[src/rtl/run_ctrl_pkg.sv]
`default_nettype none
// ============================================================================
// Package  : run_ctrl_pkg
// Purpose  : Shared run-controller state encoding and halt-instruction decode.
// Revision : 1.0
// ============================================================================
package run_ctrl_pkg;

    typedef enum logic [2:0] {
        ST_IDLE  = 3'd0,
        ST_RESET = 3'd1,
        ST_RUN   = 3'd2,
        ST_HALT  = 3'd3,
        ST_TMO   = 3'd4
    } run_state_e;

    localparam logic [31:0] INSTR_EBREAK    = 32'h0010_0073;
    localparam logic [31:0] INSTR_ECALL     = 32'h0000_0073;
    localparam logic [31:0] INSTR_SELF_LOOP = 32'h0000_006F;

    function automatic logic is_halt_instr(input logic [31:0] instr);
        return (instr == INSTR_EBREAK) || (instr == INSTR_ECALL) ||
               (instr == INSTR_SELF_LOOP);
    endfunction

endpackage
`default_nettype wire

[src/rtl/stall_watchdog.sv]
`default_nettype none
// ============================================================================
// Module   : stall_watchdog
// Purpose  : Counts consecutive ticks without a kick; fires on the LIMIT-th one.
// Revision : 1.0
// ============================================================================
module stall_watchdog #(
    parameter int LIMIT = 16
) (
    input  logic clk,
    input  logic rst,
    input  logic clr,
    input  logic tick,
    input  logic kick,
    output logic fire
);

    localparam int            CW   = (LIMIT > 1) ? $clog2(LIMIT) : 1;
    localparam logic [CW-1:0] LAST = CW'(LIMIT - 1);

    logic [CW-1:0] idle_q;
    logic [CW-1:0] idle_d;

    // fire is combinational so the controller can leave RUN on the same edge
    always_comb begin
        idle_d = idle_q;
        fire   = 1'b0;
        if (clr) begin
            idle_d = '0;
        end else if (tick) begin
            if (kick) begin
                idle_d = '0;
            end else if (idle_q == LAST) begin
                fire = 1'b1;
            end else begin
                idle_d = idle_q + CW'(1);
            end
        end
    end

    always_ff @(posedge clk or posedge rst) begin
        if (rst) begin
            idle_q <= '0;
        end else begin
            idle_q <= idle_d;
        end
    end

endmodule
`default_nettype wire

[src/rtl/cpu_run_ctrl.sv]
`default_nettype none
// ============================================================================
// Module   : cpu_run_ctrl
// Purpose  : Core reset sequencing, run gating, cycle/instret counting and
//            end-of-program, cycle-budget and retire-hang detection.
// Revision : 1.0
// ============================================================================
module cpu_run_ctrl #(
    parameter int              XLEN        = 32,
    parameter logic [XLEN-1:0] BOOT_PC     = '0,
    parameter int              RST_CYCLES  = 4,
    parameter int              MAX_CYCLES  = 128,
    parameter int              STALL_LIMIT = 16,
    parameter int              CNT_W       = 32
) (
    input  logic             clk,
    input  logic             rst,
    input  logic             start,
    input  logic             retire_valid,
    input  logic [XLEN-1:0]  retire_pc,
    input  logic [31:0]      retire_instr,
    output logic             cpu_rst,
    output logic             cpu_en,
    output logic [XLEN-1:0]  boot_pc,
    output logic             busy,
    output logic             done,
    output logic             timeout,
    output logic             hang,
    output logic [CNT_W-1:0] cycle_cnt,
    output logic [CNT_W-1:0] instret_cnt,
    output logic [XLEN-1:0]  last_pc
);

    import run_ctrl_pkg::*;

    localparam int               RC_W     = (RST_CYCLES > 1) ? $clog2(RST_CYCLES) : 1;
    localparam logic [RC_W-1:0]  RST_LAST = RC_W'(RST_CYCLES - 1);
    localparam logic [CNT_W-1:0] CYC_LAST = CNT_W'(MAX_CYCLES - 1);

    run_state_e       state_q, state_d;
    logic [RC_W-1:0]  rst_cnt_q, rst_cnt_d;
    logic [CNT_W-1:0] cycle_q, cycle_d;
    logic [CNT_W-1:0] instret_q, instret_d;
    logic [XLEN-1:0]  last_pc_q, last_pc_d;
    logic             done_q, done_d;
    logic             timeout_q, timeout_d;
    logic             hang_q, hang_d;
    logic             wd_fire;

    function automatic logic [CNT_W-1:0] sat_inc(input logic [CNT_W-1:0] v);
        return (v == '1) ? v : v + CNT_W'(1);
    endfunction

    stall_watchdog #(
        .LIMIT (STALL_LIMIT)
    ) u_watchdog (
        .clk  (clk),
        .rst  (rst),
        .clr  (state_q == ST_RESET),
        .tick (state_q == ST_RUN),
        .kick (retire_valid),
        .fire (wd_fire)
    );

    always_comb begin
        state_d   = state_q;
        rst_cnt_d = rst_cnt_q;
        cycle_d   = cycle_q;
        instret_d = instret_q;
        last_pc_d = last_pc_q;
        done_d    = done_q;
        timeout_d = timeout_q;
        hang_d    = hang_q;
        case (state_q)
            ST_IDLE, ST_HALT, ST_TMO: begin
                if (start) begin
                    state_d   = ST_RESET;
                    rst_cnt_d = '0;
                    cycle_d   = '0;
                    instret_d = '0;
                    last_pc_d = '0;
                    done_d    = 1'b0;
                    timeout_d = 1'b0;
                    hang_d    = 1'b0;
                end
            end
            ST_RESET: begin
                if (rst_cnt_q == RST_LAST) begin
                    state_d = ST_RUN;
                end else begin
                    rst_cnt_d = rst_cnt_q + RC_W'(1);
                end
            end
            ST_RUN: begin
                cycle_d = sat_inc(cycle_q);
                if (retire_valid) begin
                    instret_d = sat_inc(instret_q);
                    last_pc_d = retire_pc;
                end
                // halt beats hang beats timeout when they coincide
                if (retire_valid && is_halt_instr(retire_instr)) begin
                    state_d = ST_HALT;
                    done_d  = 1'b1;
                end else if (wd_fire) begin
                    state_d = ST_TMO;
                    hang_d  = 1'b1;
                end else if (cycle_q == CYC_LAST) begin
                    state_d   = ST_TMO;
                    timeout_d = 1'b1;
                end
            end
            default: begin
                state_d = ST_IDLE;
            end
        endcase
    end

    always_ff @(posedge clk or posedge rst) begin
        if (rst) begin
            state_q   <= ST_IDLE;
            rst_cnt_q <= '0;
            cycle_q   <= '0;
            instret_q <= '0;
            last_pc_q <= '0;
            done_q    <= 1'b0;
            timeout_q <= 1'b0;
            hang_q    <= 1'b0;
        end else begin
            state_q   <= state_d;
            rst_cnt_q <= rst_cnt_d;
            cycle_q   <= cycle_d;
            instret_q <= instret_d;
            last_pc_q <= last_pc_d;
            done_q    <= done_d;
            timeout_q <= timeout_d;
            hang_q    <= hang_d;
        end
    end

    assign cpu_rst     = (state_q == ST_IDLE) || (state_q == ST_RESET);
    assign cpu_en      = (state_q == ST_RUN);
    assign busy        = (state_q == ST_RESET) || (state_q == ST_RUN);
    assign boot_pc     = BOOT_PC;
    assign done        = done_q;
    assign timeout     = timeout_q;
    assign hang        = hang_q;
    assign cycle_cnt   = cycle_q;
    assign instret_cnt = instret_q;
    assign last_pc     = last_pc_q;

endmodule
`default_nettype wire

[config.mk]
export PLATFORM = sky130hd
export DESIGN_NAME = cpu_run_ctrl
export DESIGN_NICKNAME = d
export VERILOG_FILES = /design/src/rtl/run_ctrl_pkg.sv /design/src/rtl/stall_watchdog.sv /design/src/rtl/cpu_run_ctrl.sv
export SDC_FILE = /design/constraint.sdc
export NUM_CORES = 1
export LEC_CHECK = 0
export BUFFER_PORTS_ARGS = -buffer_cell sky130_fd_sc_hd__buf_2
export CORE_MARGIN = 1.5
export CORE_UTILIZATION = 53
export CTS_BUF_LIST = sky130_fd_sc_hd__clkbuf_4
export DETAILED_ROUTE_END_ITERATION = 6
export PLACE_DENSITY_LB_ADDON = 0.15
export SLEW_MARGIN = 15
export SYNTH_ARGS = -nofsm -noshare
export SYNTH_HDL_FRONTEND = slang
export SYNTH_SLANG_ARGS = --single-unit
[constraint.sdc]
create_clock -name clk -period 3.6 [get_ports clk]
set_input_delay 0.36 -clock clk [delete_from_list [all_inputs] [get_ports clk]]
set_output_delay 0.36 -clock clk [all_outputs]
set_load 0.02 [all_outputs]
==> flow_summary.toml <==
[outcome]
status = "complete, no violations"

[cts]
cts_inserted_buffers = 9
cts_tree = "built"
h-tree-depth = 3
clk_latency_ns = 0.50
post_cts_buffers = 0
clk_pin_slew_ns = 0.19
clock-sinks = 108
cts-root-buf = "clkbuf_4"
cts_resized = 0
ctsHoldBuffers = 1
cts_buffer_depth = 2

[cells_and_area]
syn_to_final_growth_pct = 16.9
drive_above_1_share = 0.249
layout.cells.non_filler = 986
layout.nets = 913
diodes = 0

[floorplanning]
io_pins = 202
num_rows = 38
die_w_microns = 109
dieArea_sq_um = 11900
die-height_microns = 109
start_util = 0.548
core_area_sq_um = 10900

[power]
switching_share = 0.415
p_clk_frac = 0.209
p_seq_frac = 0.455
power_frac_comb = 0.336
p_int_w = 0.00188
p_leak_nw = 3.43
switching_power_w = 0.00133
ir_drop_v = 0.000312
p_per_area_nw_per_um2 = 458

[synth]
synthesis.area_sq_um = 5990
synth-seq-cells = 108
synth_area_leader_cell = "dfrtp_1"
ys_dominant_reg_cell = "dfrtp_1"
synthCells = 684
yosysWarnings = 0
ys_async_sr_fraction = 1.00
yosysTopAreaCellShare = 0.451
ys_types = 60
yosys-top-cells-area = "dfrtp_1 (45%), nand2_1 (6.3%), a21oi_1 (5.0%)"
syn_area_per_cell_sq_um = 8.75
synth-edff-count = 0
synth_seq_area_share = 0.451

[route]
avgViaCountPerCell = 5.98
drt_wl_total_microns = 15600
firstDrtPassIters = 5
drc_errors = 0
dr.first_iter.drc_count = 437
wire_per_inst_microns = 15.9
antenna_left = 0
dr_total_vias = 5899

[worst_hold_path]
worstHoldStart = "retire_pc[2]"
min_path_type = "primary input to register"
worstHoldPathCells = 3
hold_path_end = "last_pc[2]"

[critical_path]
crit_path_max_fanout = 16
crit_chain = "or3b_1, or4_4, nor4_4, o21ai_0, a21oi_1"
reg2reg_slack_ns = 0.72
required_ns = 4.03
setup.worst_path.class = "register to register"
r2r_start = "state_q[1]"
arrival_ns = 3.30
reg2reg_depth = 5
slowest_stage = "nor4_4"
slowest_delay_ns = 0.68
cp-end-kind = "register"
cp-start-kind = "register"
timing.rr.end = "instret_cnt[5]"

[timing]
maxSlewViolCount = 0
hold_viol_final = 0
skew_ns = 0.0185
max-slew-margin-rel = 0.467
rsz0062_at_grt = "false"
period_minus_slack_ns = 2.88
setup_viol = 0
fin_crit_sh = 0.800
tns_ns = 0
worst_pin_slew_ns = 0.800
max_freq_mhz = 347

[placed_design]
place_inst = 969
place_congestion = 0.842
port-buffer-count = 169
dpl.hpwl_microns = 11300

[global_route]
grt_max_degree = 65
overflow = 0
grt_usage = 0.263
grt_pass1_vias = 5329
grt_pass1_wl_microns = 24800
antenna_found_initial = 0

[run]
cap_violations = 0
[flip-flops by register name (all words and copies together), names as in the netlist]
| name | count |
|---|---|
| hang | 1 |
| last_pc | 32 |
| done | 1 |
| state_q | 3 |
| rst_cnt_q | 2 |
| instret_cnt | 32 |
| cycle_cnt | 32 |
| timeout | 1 |
| u_watchdog.idle_q | 4 |
[cells in the mapped netlist, types with 4 or more instances]
| library cell | instances |
|---|---|
| or4_1 | 25 |
| nor3_1 | 15 |
| inv_1 | 13 |
| nand3_1 | 58 |
| a21oi_1 | 60 |
| nand4_1 | 25 |
| nor4b_1 | 4 |
| o21ai_0 | 31 |
| dfrtp_1 | 108 |
| and3_1 | 6 |
| nand2_1 | 100 |
| o41ai_1 | 6 |
| o31ai_1 | 26 |
| buf_2 | 4 |
| o21a_1 | 4 |
| nand2b_1 | 6 |
| and2_1 | 4 |
| nor2_1 | 26 |
| and4_1 | 10 |
| clkbuf_1 | 26 |
| nor4_1 | 14 |
| buf_4 | 33 |
| ha_1 | 4 |
| or3_1 | 24 |
[final cells by class]
cell class | count | area (sq um)
Fill cell | 950 | 3940
Clock inverter | 7 | 81.3
Clock buffer | 9 | 67.6
Inverter | 14 | 55.1
Timing Repair Buffer | 180 | 931
Tap cell | 140 | 175
Multi-Input combinational cell | 528 | 2990
Sequential cell | 108 | 2700
[cell families after synthesis]
logic type | synth area share
other | 0.000626
AND/OR/NAND/NOR | 0.310
flip-flops | 0.451
XOR/XNOR | 0.00293
multiplexers | 0.00878
buffers and inverters | 0.0710
adder cells (fa/ha/maj) | 0.00836
AO/OA/AOI/OAI | 0.147
[placed cells by master, fill, tap and decap left out, types with 3 or more instances in the layout]
cell type,instances
and2_1,4
o21a_1,3
or2_2,3
o211ai_1,3
buf_4,10
o41ai_1,6
clkbuf_4,9
or4_1,25
o21ai_0,30
conb_1,32
nand3_1,58
nor4b_1,4
nand2b_1,6
and4_1,10
buf_2,169
nand4_1,25
or3_1,24
nor4_1,13
a21oi_1,60
inv_1,12
and3_1,6
o31ai_1,26
nor2_1,26
nor3_1,15
a31oi_1,3
mux2i_1,3
dfrtp_1,108
nand3b_1,3
nand2_1,100
ha_1,4
[critical path, delay by kind of cell, from the launching register on]
| kind | cells | cell delay [ns] |
|---|---|---|
| DFF | 1 | 0.59 |
| and+or+nand+nor | 3 | 1.83 |
| AOI/OAI and AO/OA | 2 | 0.38 |
[metal layers]
| metal | global-route usage | part of all wire |
|---|---|---|
| met4 | 0.0983 | 0.016 |
| met5 | 0 | 0 |
| met3 | 0.0373 | 0.061 |
| met1 | 0.345 | 0.43 |
| met2 | 0.443 | 0.49 |
[per-stage QoR]
stage	total power, W	worst slack (ns)	util	instance area, sq um	hold slack, ns
floorplan	0.00222	0.394	-	6100	0.493
global placement	0.00253	0.880	0.625	6840	0.444
detailed placement	0.00256	0.795	0.625	6840	0.455
CTS	0.00323	0.755	0.640	6990	0.0257
global route	0.00340	0.533	0.640	7000	0.0218
finish	0.00321	0.722	0.640	7000	0.0588
[worst max-delay path by stage]
stage | slack (ns) | cells after the start | endpoint | startpoint
2_1_floorplan | 0.39 | 1 | cycle_cnt[0] | rst
3_3_place_gp | 0.88 | 5 | cycle_cnt[18] | state_q[1]
3_5_place_dp | 0.79 | 5 | instret_cnt[5] | state_q[1]
4_1_cts | 0.75 | 5 | instret_cnt[5] | state_q[1]
5_1_grt | 0.53 | 5 | instret_cnt[5] | state_q[1]
6_report | 0.72 | 5 | instret_cnt[5] | state_q[1]
[power by group through the flow]
stage	clock, W	combinational, W	sequential [W]
2_1_floorplan	0	0.000636	0.00159
3_3_place_gp	0	0.00105	0.00147
3_5_place_dp	0	0.00108	0.00148
4_1_cts	0.000686	0.00108	0.00146
5_1_grt	0.000733	0.00118	0.00148
6_report	0.000670	0.00108	0.00146
Note: power is estimated with default switching activity, not from simulation.
